[src/rtl/usr_pkg.sv]
// Shared definitions for the universal shift register and its upstream sequencer.
package usr_pkg;

  localparam logic [1:0] SEL_HOLD  = 2'b00;
  localparam logic [1:0] SEL_LEFT  = 2'b10;
  localparam logic [1:0] SEL_RIGHT = 2'b01;
  localparam logic [1:0] SEL_LOAD  = 2'b11;

  typedef enum logic [1:0] {
    ST_IDLE  = 2'd0,
    ST_LOAD  = 2'd1,
    ST_SHIFT = 2'd2,
    ST_DONE  = 2'd3
  } state_e;

endpackage

[src/rtl/usr_shift_ctrl.sv]
// Sequencer that loads a command word into the attached USR and shifts it out
// one bit per accepted serial beat, MSB-first or LSB-first.
module usr_shift_ctrl
  import usr_pkg::*;
#(
  parameter int unsigned SIZE = 4
) (
  input  logic            clk,
  input  logic            rst,
  input  logic            cmd_valid,
  output logic            cmd_ready,
  input  logic [SIZE-1:0] cmd_data,
  input  logic            cmd_dir,
  input  logic            cmd_fill,
  output logic [1:0]      usr_select,
  output logic [SIZE-1:0] usr_parallelin,
  output logic            usr_left,
  output logic            usr_right,
  input  logic [SIZE-1:0] usr_q,
  output logic            ser_valid,
  input  logic            ser_ready,
  output logic            ser_data,
  output logic            done
);

  localparam int unsigned CNT_W = $clog2(SIZE + 1);

  state_e            state_q, state_d;
  logic [CNT_W-1:0]  cnt_q, cnt_d;
  logic [SIZE-1:0]   data_q, data_d;
  logic              dir_q, dir_d;
  logic              fill_q, fill_d;

  // Only the two end bits of the USR are read; the rest is intentionally ignored.
  logic unused_usr_q;
  assign unused_usr_q = ^usr_q;

  always_ff @(posedge clk) begin
    if (rst) begin
      state_q <= ST_IDLE;
      cnt_q   <= '0;
      data_q  <= '0;
      dir_q   <= 1'b0;
      fill_q  <= 1'b0;
    end else begin
      state_q <= state_d;
      cnt_q   <= cnt_d;
      data_q  <= data_d;
      dir_q   <= dir_d;
      fill_q  <= fill_d;
    end
  end

  assign usr_left  = fill_q;
  assign usr_right = fill_q;

  always_comb begin
    state_d        = state_q;
    cnt_d          = cnt_q;
    data_d         = data_q;
    dir_d          = dir_q;
    fill_d         = fill_q;
    cmd_ready      = 1'b0;
    usr_select     = SEL_HOLD;
    usr_parallelin = '0;
    ser_valid      = 1'b0;
    ser_data       = 1'b0;
    done           = 1'b0;

    unique case (state_q)
      ST_IDLE: begin
        cmd_ready = 1'b1;
        if (cmd_valid) begin
          data_d  = cmd_data;
          dir_d   = cmd_dir;
          fill_d  = cmd_fill;
          state_d = ST_LOAD;
        end
      end
      ST_LOAD: begin
        usr_select     = SEL_LOAD;
        usr_parallelin = data_q;
        cnt_d          = '0;
        state_d        = ST_SHIFT;
      end
      ST_SHIFT: begin
        ser_valid = 1'b1;
        ser_data  = dir_q ? usr_q[0] : usr_q[SIZE-1];
        // Stalled beats hold the USR so ser_data stays put under backpressure.
        if (ser_ready) begin
          usr_select = dir_q ? SEL_RIGHT : SEL_LEFT;
          cnt_d      = cnt_q + CNT_W'(1);
          if (cnt_q == CNT_W'(SIZE - 1)) begin
            state_d = ST_DONE;
          end
        end
      end
      ST_DONE: begin
        done    = 1'b1;
        state_d = ST_IDLE;
      end
      default: state_d = ST_IDLE;
    endcase
  end

endmodule

[config.mk]
export PLATFORM = sky130hd
export DESIGN_NAME = usr_shift_ctrl
export DESIGN_NICKNAME = d
export VERILOG_FILES = /design/src/rtl/usr_pkg.sv /design/src/rtl/usr_shift_ctrl.sv
export SDC_FILE = /design/constraint.sdc
export NUM_CORES = 1
export LEC_CHECK = 0
export ABC_AREA = 1
export CORE_MARGIN = 2
export CORE_UTILIZATION = 40
export DETAILED_ROUTE_END_ITERATION = 16
export PLACE_DENSITY = 0.76
export SLEW_MARGIN = 30
export SYNTH_ARGS = -nofsm -noshare
export SYNTH_HDL_FRONTEND = slang
export SYNTH_SLANG_ARGS = --single-unit
export TNS_END_PERCENT = 10
[constraint.sdc]
create_clock -name clk -period 1.65 [get_ports clk]
set_clock_uncertainty 0.1 [all_clocks]
set_input_delay 0.165 -clock clk [delete_from_list [all_inputs] [get_ports clk]]
set_output_delay 0.165 -clock clk [all_outputs]
set_load 0.1 [all_outputs]
==> impl_metrics.toml, run 1 <==
[outcome]
status = "complete, but fails checks"
violations = "negative setup slack"

[synth]
ys_types = 12
synthArstFlopShare_pct = 0
ys_seq_elements = 11
synth_fa_ha_area_share_pct = 14.46
synth_top_family_by_area = "simple AND/OR/NAND/NOR gates"
synth_xor_xnor_area_share_pct = 0
yosysSeqAreaShare_pct = 36.36
synthSimpleGateAreaFrac_pct = 24.38
synth_top_cell_by_area = "dfxtp_1"
avgSynthCellArea_sq_um = 6.882
yosysWarnings = 0
synth_top_flop_cell = "dfxtp_1"
syn_nets = 109
synth-compound-area-share_pct = 13.02
synth_commonest_cells = "inv_1 (17), nand2_1 (17), nor2_1 (15), dfxtp_1 (11), o21ai_0 (8)"
synth_edf_count = 0
synthTopCellsByArea = "dfxtp_1 (36%), ha_1 (14%), inv_1 (11%)"
synthesis.area_sq_um = 605.6
synth.mux.area_fraction_pct = 0
syn_inst = 88
synth_top_area_share_pct = 36.36

[critical_path]
path_cells = "buf_12, ha_4, nand2_4, inv_4, nand2_4, a21oi_4, buf_12"
crit_type = "reg2out"
cp_max_fo = 3
crit_required_ns = 1.38
critPathCaptureType = "output pin"
cp-start-kind = "flip-flop"
cp_slowest_stage_delay_ns = 0.37
r2r_setup_slack_ns = 0.29
critPathSlowestCell = "dfxtp_4"
worstPathArrival_ns = 1.39

[pwr]
finalPower_mw = 2.331
p_per_area_nw_per_um2 = 2049
vdd_drop_max_mv = 1.690
p_leak_nw = 0.5217

[global_routing]
grt_pass1_vias = 673
grt_max_degree = 10
grt.overflow.total = 0
antenna_found_initial = 0
grt_usage_pct = 20.54
grt_pass1_wl_um = 2863

[sta]
hold_viol_final = 0
max_slew_margin_pct = 82.13
setup_viol = 2
rsz0062_at_grt = "true"
tightest_slew_ns = 0.2678
finalWorstSetupSlack_ns = -0.003566
post-route-period-util_pct = 100.2
min_period_ns = 1.654
fmax_mhz = 604.8
slew_viol_final = 0

[clocking]
clk_latency_ns = 0.26
cts-htree-levels = 1
cts.clk_slew.worst_paths_ns = 0.07
tritoncts = "built"
cts.sinks = 11
ctsLongestPathBuffers = 2
cts_hold_buffers = 0
cts_inserted_buffers = 3
cts-root-buf = "clkbuf_4"

[drt]
drt_iter0_drc = 6
dr.pass1.iters = 3
ant_nets = 0
vias_per_cell = 4.859
routed_wl_um = 1603
drc = 0
avgRoutedWirePerCell_um = 11.87
vias = 656

[final_layout]
postLayoutCoreUtil_pct = 78.23
final_cells = 135
layout-drive-gt1-share_pct = 31.09
syn2layout_area_growth_pct = 87.81
final_cell_area_sq_um = 1137
antennaDiodeCount = 0
nNetsFinal = 141

[placement]
portBuffers = 23
gp_congestion = 0.7759
hpwl_um = 1158
post_dp_cell_area_sq_um = 1023
dpl.cell_count = 126

[floorplanning]
die_w_um = 42.91
die_area_sq_um = 1841
dieHeight_um = 42.91
core_sq_um = 1454
rows = 14
ioPinCount = 26
start_util_pct = 41.65

[flow_run]
maxCapViolCount = 0

[min_path]
hold_path.class = "reg2reg"
## final cells by class
type / instances / area [sq um]
clock buffer: 4 / 26.28
fill: 102 / 316.6
inverter: 17 / 71.32
multi-input combinational: 59 / 391.6
sequential: 11 / 227.7
tap: 16 / 20.02
timing repair buffer: 28 / 400.4
## worst paths after layout
kind | start | cells after the start | end
min reg2reg | cnt_q[0]$_SDFFE_PP0P_ | 1 | cnt_q[0]$_SDFFE_PP0P_
min | cnt_q[0]$_SDFFE_PP0P_ | 1 | cnt_q[0]$_SDFFE_PP0P_
max | state_q[1]$_SDFFE_PP0P_ | 7 | usr_select[1]
max reg2reg | state_q[1]$_SDFFE_PP0P_ | 8 | state_q[1]$_SDFFE_PP0P_
## worst max-delay path, delay by kind of cell (launching register included)
family	cells	cell delay (ns)
AOI/OAI and AO/OA	1	0.14
buffers and inverters	3	0.37
and+or+nand+nor	2	0.11
adders and majority gates	1	0.13
DFF	1	0.37
## cells by family (layout without fill, tap and decap cells)
family,after synthesis,in the layout
adder cells (fa/ha/maj),7,7
AND/OR/NAND/NOR,37,37
buffers and inverters,18,49
AO/OA/AOI/OAI,15,15
flip-flops,11,11
## where the power goes
part	internal [mW]	switching [mW]
combinational	0.644	1.09
sequential	0.346	0.0674
clock	0.0932	0.0891
## state kept, by name, summed over array words and instances, names as in the netlist
signal,flops
cnt_q,3
data_q,4
usr_left,1
state_q,2
dir_q,1
## cells in the final DEF, fill, tap and decap left out
cell	count
a21oi_1	4
inv_6	1
dfxtp_1	9
clkbuf_4	3
o21ai_0	8
inv_1	12
inv_4	1
clkdlybuf4s50_1	11
nand2_4	2
ha_4	3
a21oi_4	2
nand3_1	3
a21oi_2	1
ha_1	4
buf_4	4
nand2_2	1
or2_0	1
nand2_1	15
inv_2	3
nor2_2	1
buf_12	13
dfxtp_4	2
nor2_1	14
clkbuf_1	1
## stage by stage
stage          worst slack [ns]  hold slack, ns   TNS [ns]
2_1_floorplan           -0.1855          0.1274    -0.4457
3_3_place_gp             0.1303          0.3442          0
3_5_place_dp            0.09677          0.3601          0
4_1_cts                0.002828          0.3722          0
5_1_grt                -0.06623          0.4116    -0.1779
6_report              -0.003566          0.3752  -0.006373
## what timing repair did
action,in CTS,in global routing
setup endpoints to repair,2,3
buffers inserted,4,1
gates resized for setup,11,0
pin swaps,3,0
## layer usage
metal	GRT usage [%]	share of wire, %	up-vias
met2	36.06	47	21
met1	24.48	45	297
met5	0	0	-
li1	-	-	334
met4	9.375	1.4	0
met3	2.553	5.6	4
No activity file was read; power rests on OpenSTA's default activity.
==> inputs of run 2 (changes only) <==
--- a/config.mk
+++ b/config.mk
@@ -7,10 +7,10 @@
 export LEC_CHECK = 0
 export ABC_AREA = 1
 export CORE_MARGIN = 2
-export CORE_UTILIZATION = 40
+export CORE_UTILIZATION = 43
 export DETAILED_ROUTE_END_ITERATION = 16
-export PLACE_DENSITY = 0.76
-export SLEW_MARGIN = 30
+export PLACE_DENSITY = 0.81
+export SLEW_MARGIN = 20
 export SYNTH_ARGS = -nofsm -noshare
 export SYNTH_HDL_FRONTEND = slang
 export SYNTH_SLANG_ARGS = --single-unit
==> constraint.sdc (replaced) <==
create_clock -name clk -period 2 [get_ports clk]
set_clock_uncertainty 0.1 [all_clocks]
set_input_delay 0.2 -clock clk [delete_from_list [all_inputs] [get_ports clk]]
set_output_delay 0.2 -clock clk [all_outputs]
set_load 0.1 [all_outputs]
==> impl_metrics.toml, run 2 (same netlist as run 1, synthesis figures left out) <==
[pwr]
vdd_drop_max_mv = 1.112
p_per_area_nw_per_um2 = 1719
finalPower_mw = 1.712
p_leak_nw = 0.4696

[drt]
dr.pass1.iters = 4
drc = 0
vias_per_cell = 4.969
ant_nets = 0
routed_wl_um = 1503
drt_iter0_drc = 16
avgRoutedWirePerCell_um = 11.65
vias = 641

[final_layout]
final_cell_mix = "nand2_1 (17), inv_1 (16), nor2_1 (14)"
largestRegisters = "data_q (4), cnt_q (3), state_q (2)"
fillers = 99
nNetsFinal = 136
layout-drive-gt1-share_pct = 20.18
antennaDiodeCount = 0
final-seq-area_sq_um = 220.2
final_cell_area_sq_um = 996.0
top_register = "data_q"
mostFrequentLayoutCell = "nand2_1"
largest_reg_flops = 4
multi_input_area_sq_um = 354.1
syn2layout_area_growth_pct = 64.46
postLayoutCoreUtil_pct = 76.54

[floorplanning]
core_sq_um = 1301
start_util_pct = 46.54
ioPinCount = 26
rows = 13
die_area_sq_um = 1724
dieHeight_um = 41.53
die_w_um = 41.53

[critical_path]
critPathCaptureType = "output pin"
worstPathArrival_ns = 1.61
startpoint = "state_q[1]$_SDFFE_PP0P_"
cp_slowest_stage_delay_ns = 0.43
path_cells = "inv_1, ha_1, inv_1, a21oi_4, buf_12"
crit_required_ns = 1.70
cp-start-kind = "flip-flop"
critPathSlowestCell = "dfxtp_1"
ff2ff_path_depth = 6
crit_type = "reg2out"
reg2reg_from = "state_q[1]$_SDFFE_PP0P_"
cp_max_fo = 4
crit_top_cell = "inv_1"

[clocking]
cts_setup_buffers = 0
cts-root-buf = "clkbuf_4"
cts_inserted_buffers = 3
cts.sinks = 11
tritoncts = "built"
cts-htree-levels = 1
cts.clk_slew.worst_paths_ns = 0.08
ctsLongestPathBuffers = 2
clk_latency_ns = 0.28

[sta]
slew_viol_final = 0
min_period_ns = 1.905
hold_viol_final = 0
rsz0062_at_grt = "false"
fmax_mhz = 524.9
setup_tns_ns = 0
tightest_slew_ns = 0.2839
setup_viol = 0
post-route-period-util_pct = 95.25
finalWorstSetupSlack_ns = 0.09497
max_slew_margin_pct = 81.23

[global_routing]
antenna_found_initial = 0
grt.overflow.total = 0
grt_pass1_vias = 570
grt_pass1_wl_um = 2428
grt_max_degree = 10
grt_usage_pct = 19.04

[placement]
portBuffers = 23
gp_congestion = 0.7319
hpwl_um = 1146
post_dp_cell_area_sq_um = 957.2
place_ws_ns = 0.3275

[flow_run]
maxCapViolCount = 0

[min_path]
min_path_cells = 1
hold_path.class = "reg2reg"
min_from = "cnt_q[0]$_SDFFE_PP0P_"

[outcome]
status = "finished clean"
run 2: changes by cell type in the layout (fill, tap and decap cells not counted), sizes merged:
| cell | before | now |
|---|---|---|
| buf | 17 | 12 |
run 2: cell type report:
class                   count  share of cell area (%)
clock buffers               4                   2.638
inverters                  17                   6.407
multi-input cells          59                   35.55
flip-flops and latches     11                   22.11
well taps                  15                   1.884
repair buffers             23                   31.41
run 2: report_power, final:
group	switching (mW)	internal, mW	total (mW)
Sequential	0.0446	0.274	0.318
Combinational	0.845	0.388	1.23
Clock	0.0838	0.0774	0.161
Total	0.973	0.739	1.71
run 2: per-layer routing:
metal | part of all wire [%] | global-route usage, % | up-vias
li1 | - | - | 321
met1 | 41 | 22.25 | 287
met2 | 49 | 31.56 | 27
met3 | 6.1 | 3.913 | 6
met4 | 3.5 | 11.61 | 0
met5 | 0 | 0 | -
run 2: worst paths after layout:
path,slack (ns),to
min reg2reg,0.37,cnt_q[0]$_SDFFE_PP0P_
min,0.37,cnt_q[0]$_SDFFE_PP0P_
max,0.09,usr_select[1]
max reg2reg,0.44,usr_left$_SDFFE_PP0P_
run 2: timing repair:
| item | 4_1_cts | 5_1_grt |
|---|---|---|
| resized for setup | 0 | 3 |
| endpoints found under the hold margin | 0 | 0 |
| endpoints found under the setup margin | 0 | 2 |
| hold buffers | 0 | 0 |
run 2: worst max-delay path: cells and delay by family, from the launching register on:
kind	cells	cell delay, ns
buffers and inverters	3	0.41
adders and majority gates	1	0.33
AOI/OAI and AO/OA	1	0.16
DFF	1	0.43
run 2: per-stage QoR:
stage / hold slack (ns) / cells
6_report: 0.3737 / 129
5_1_grt: 0.3854 / 129
4_1_cts: 0.3718 / 129
3_5_place_dp: 0.3601 / 125
3_3_place_gp: 0.3485 / 125
2_1_floorplan: 0.1624 / 88
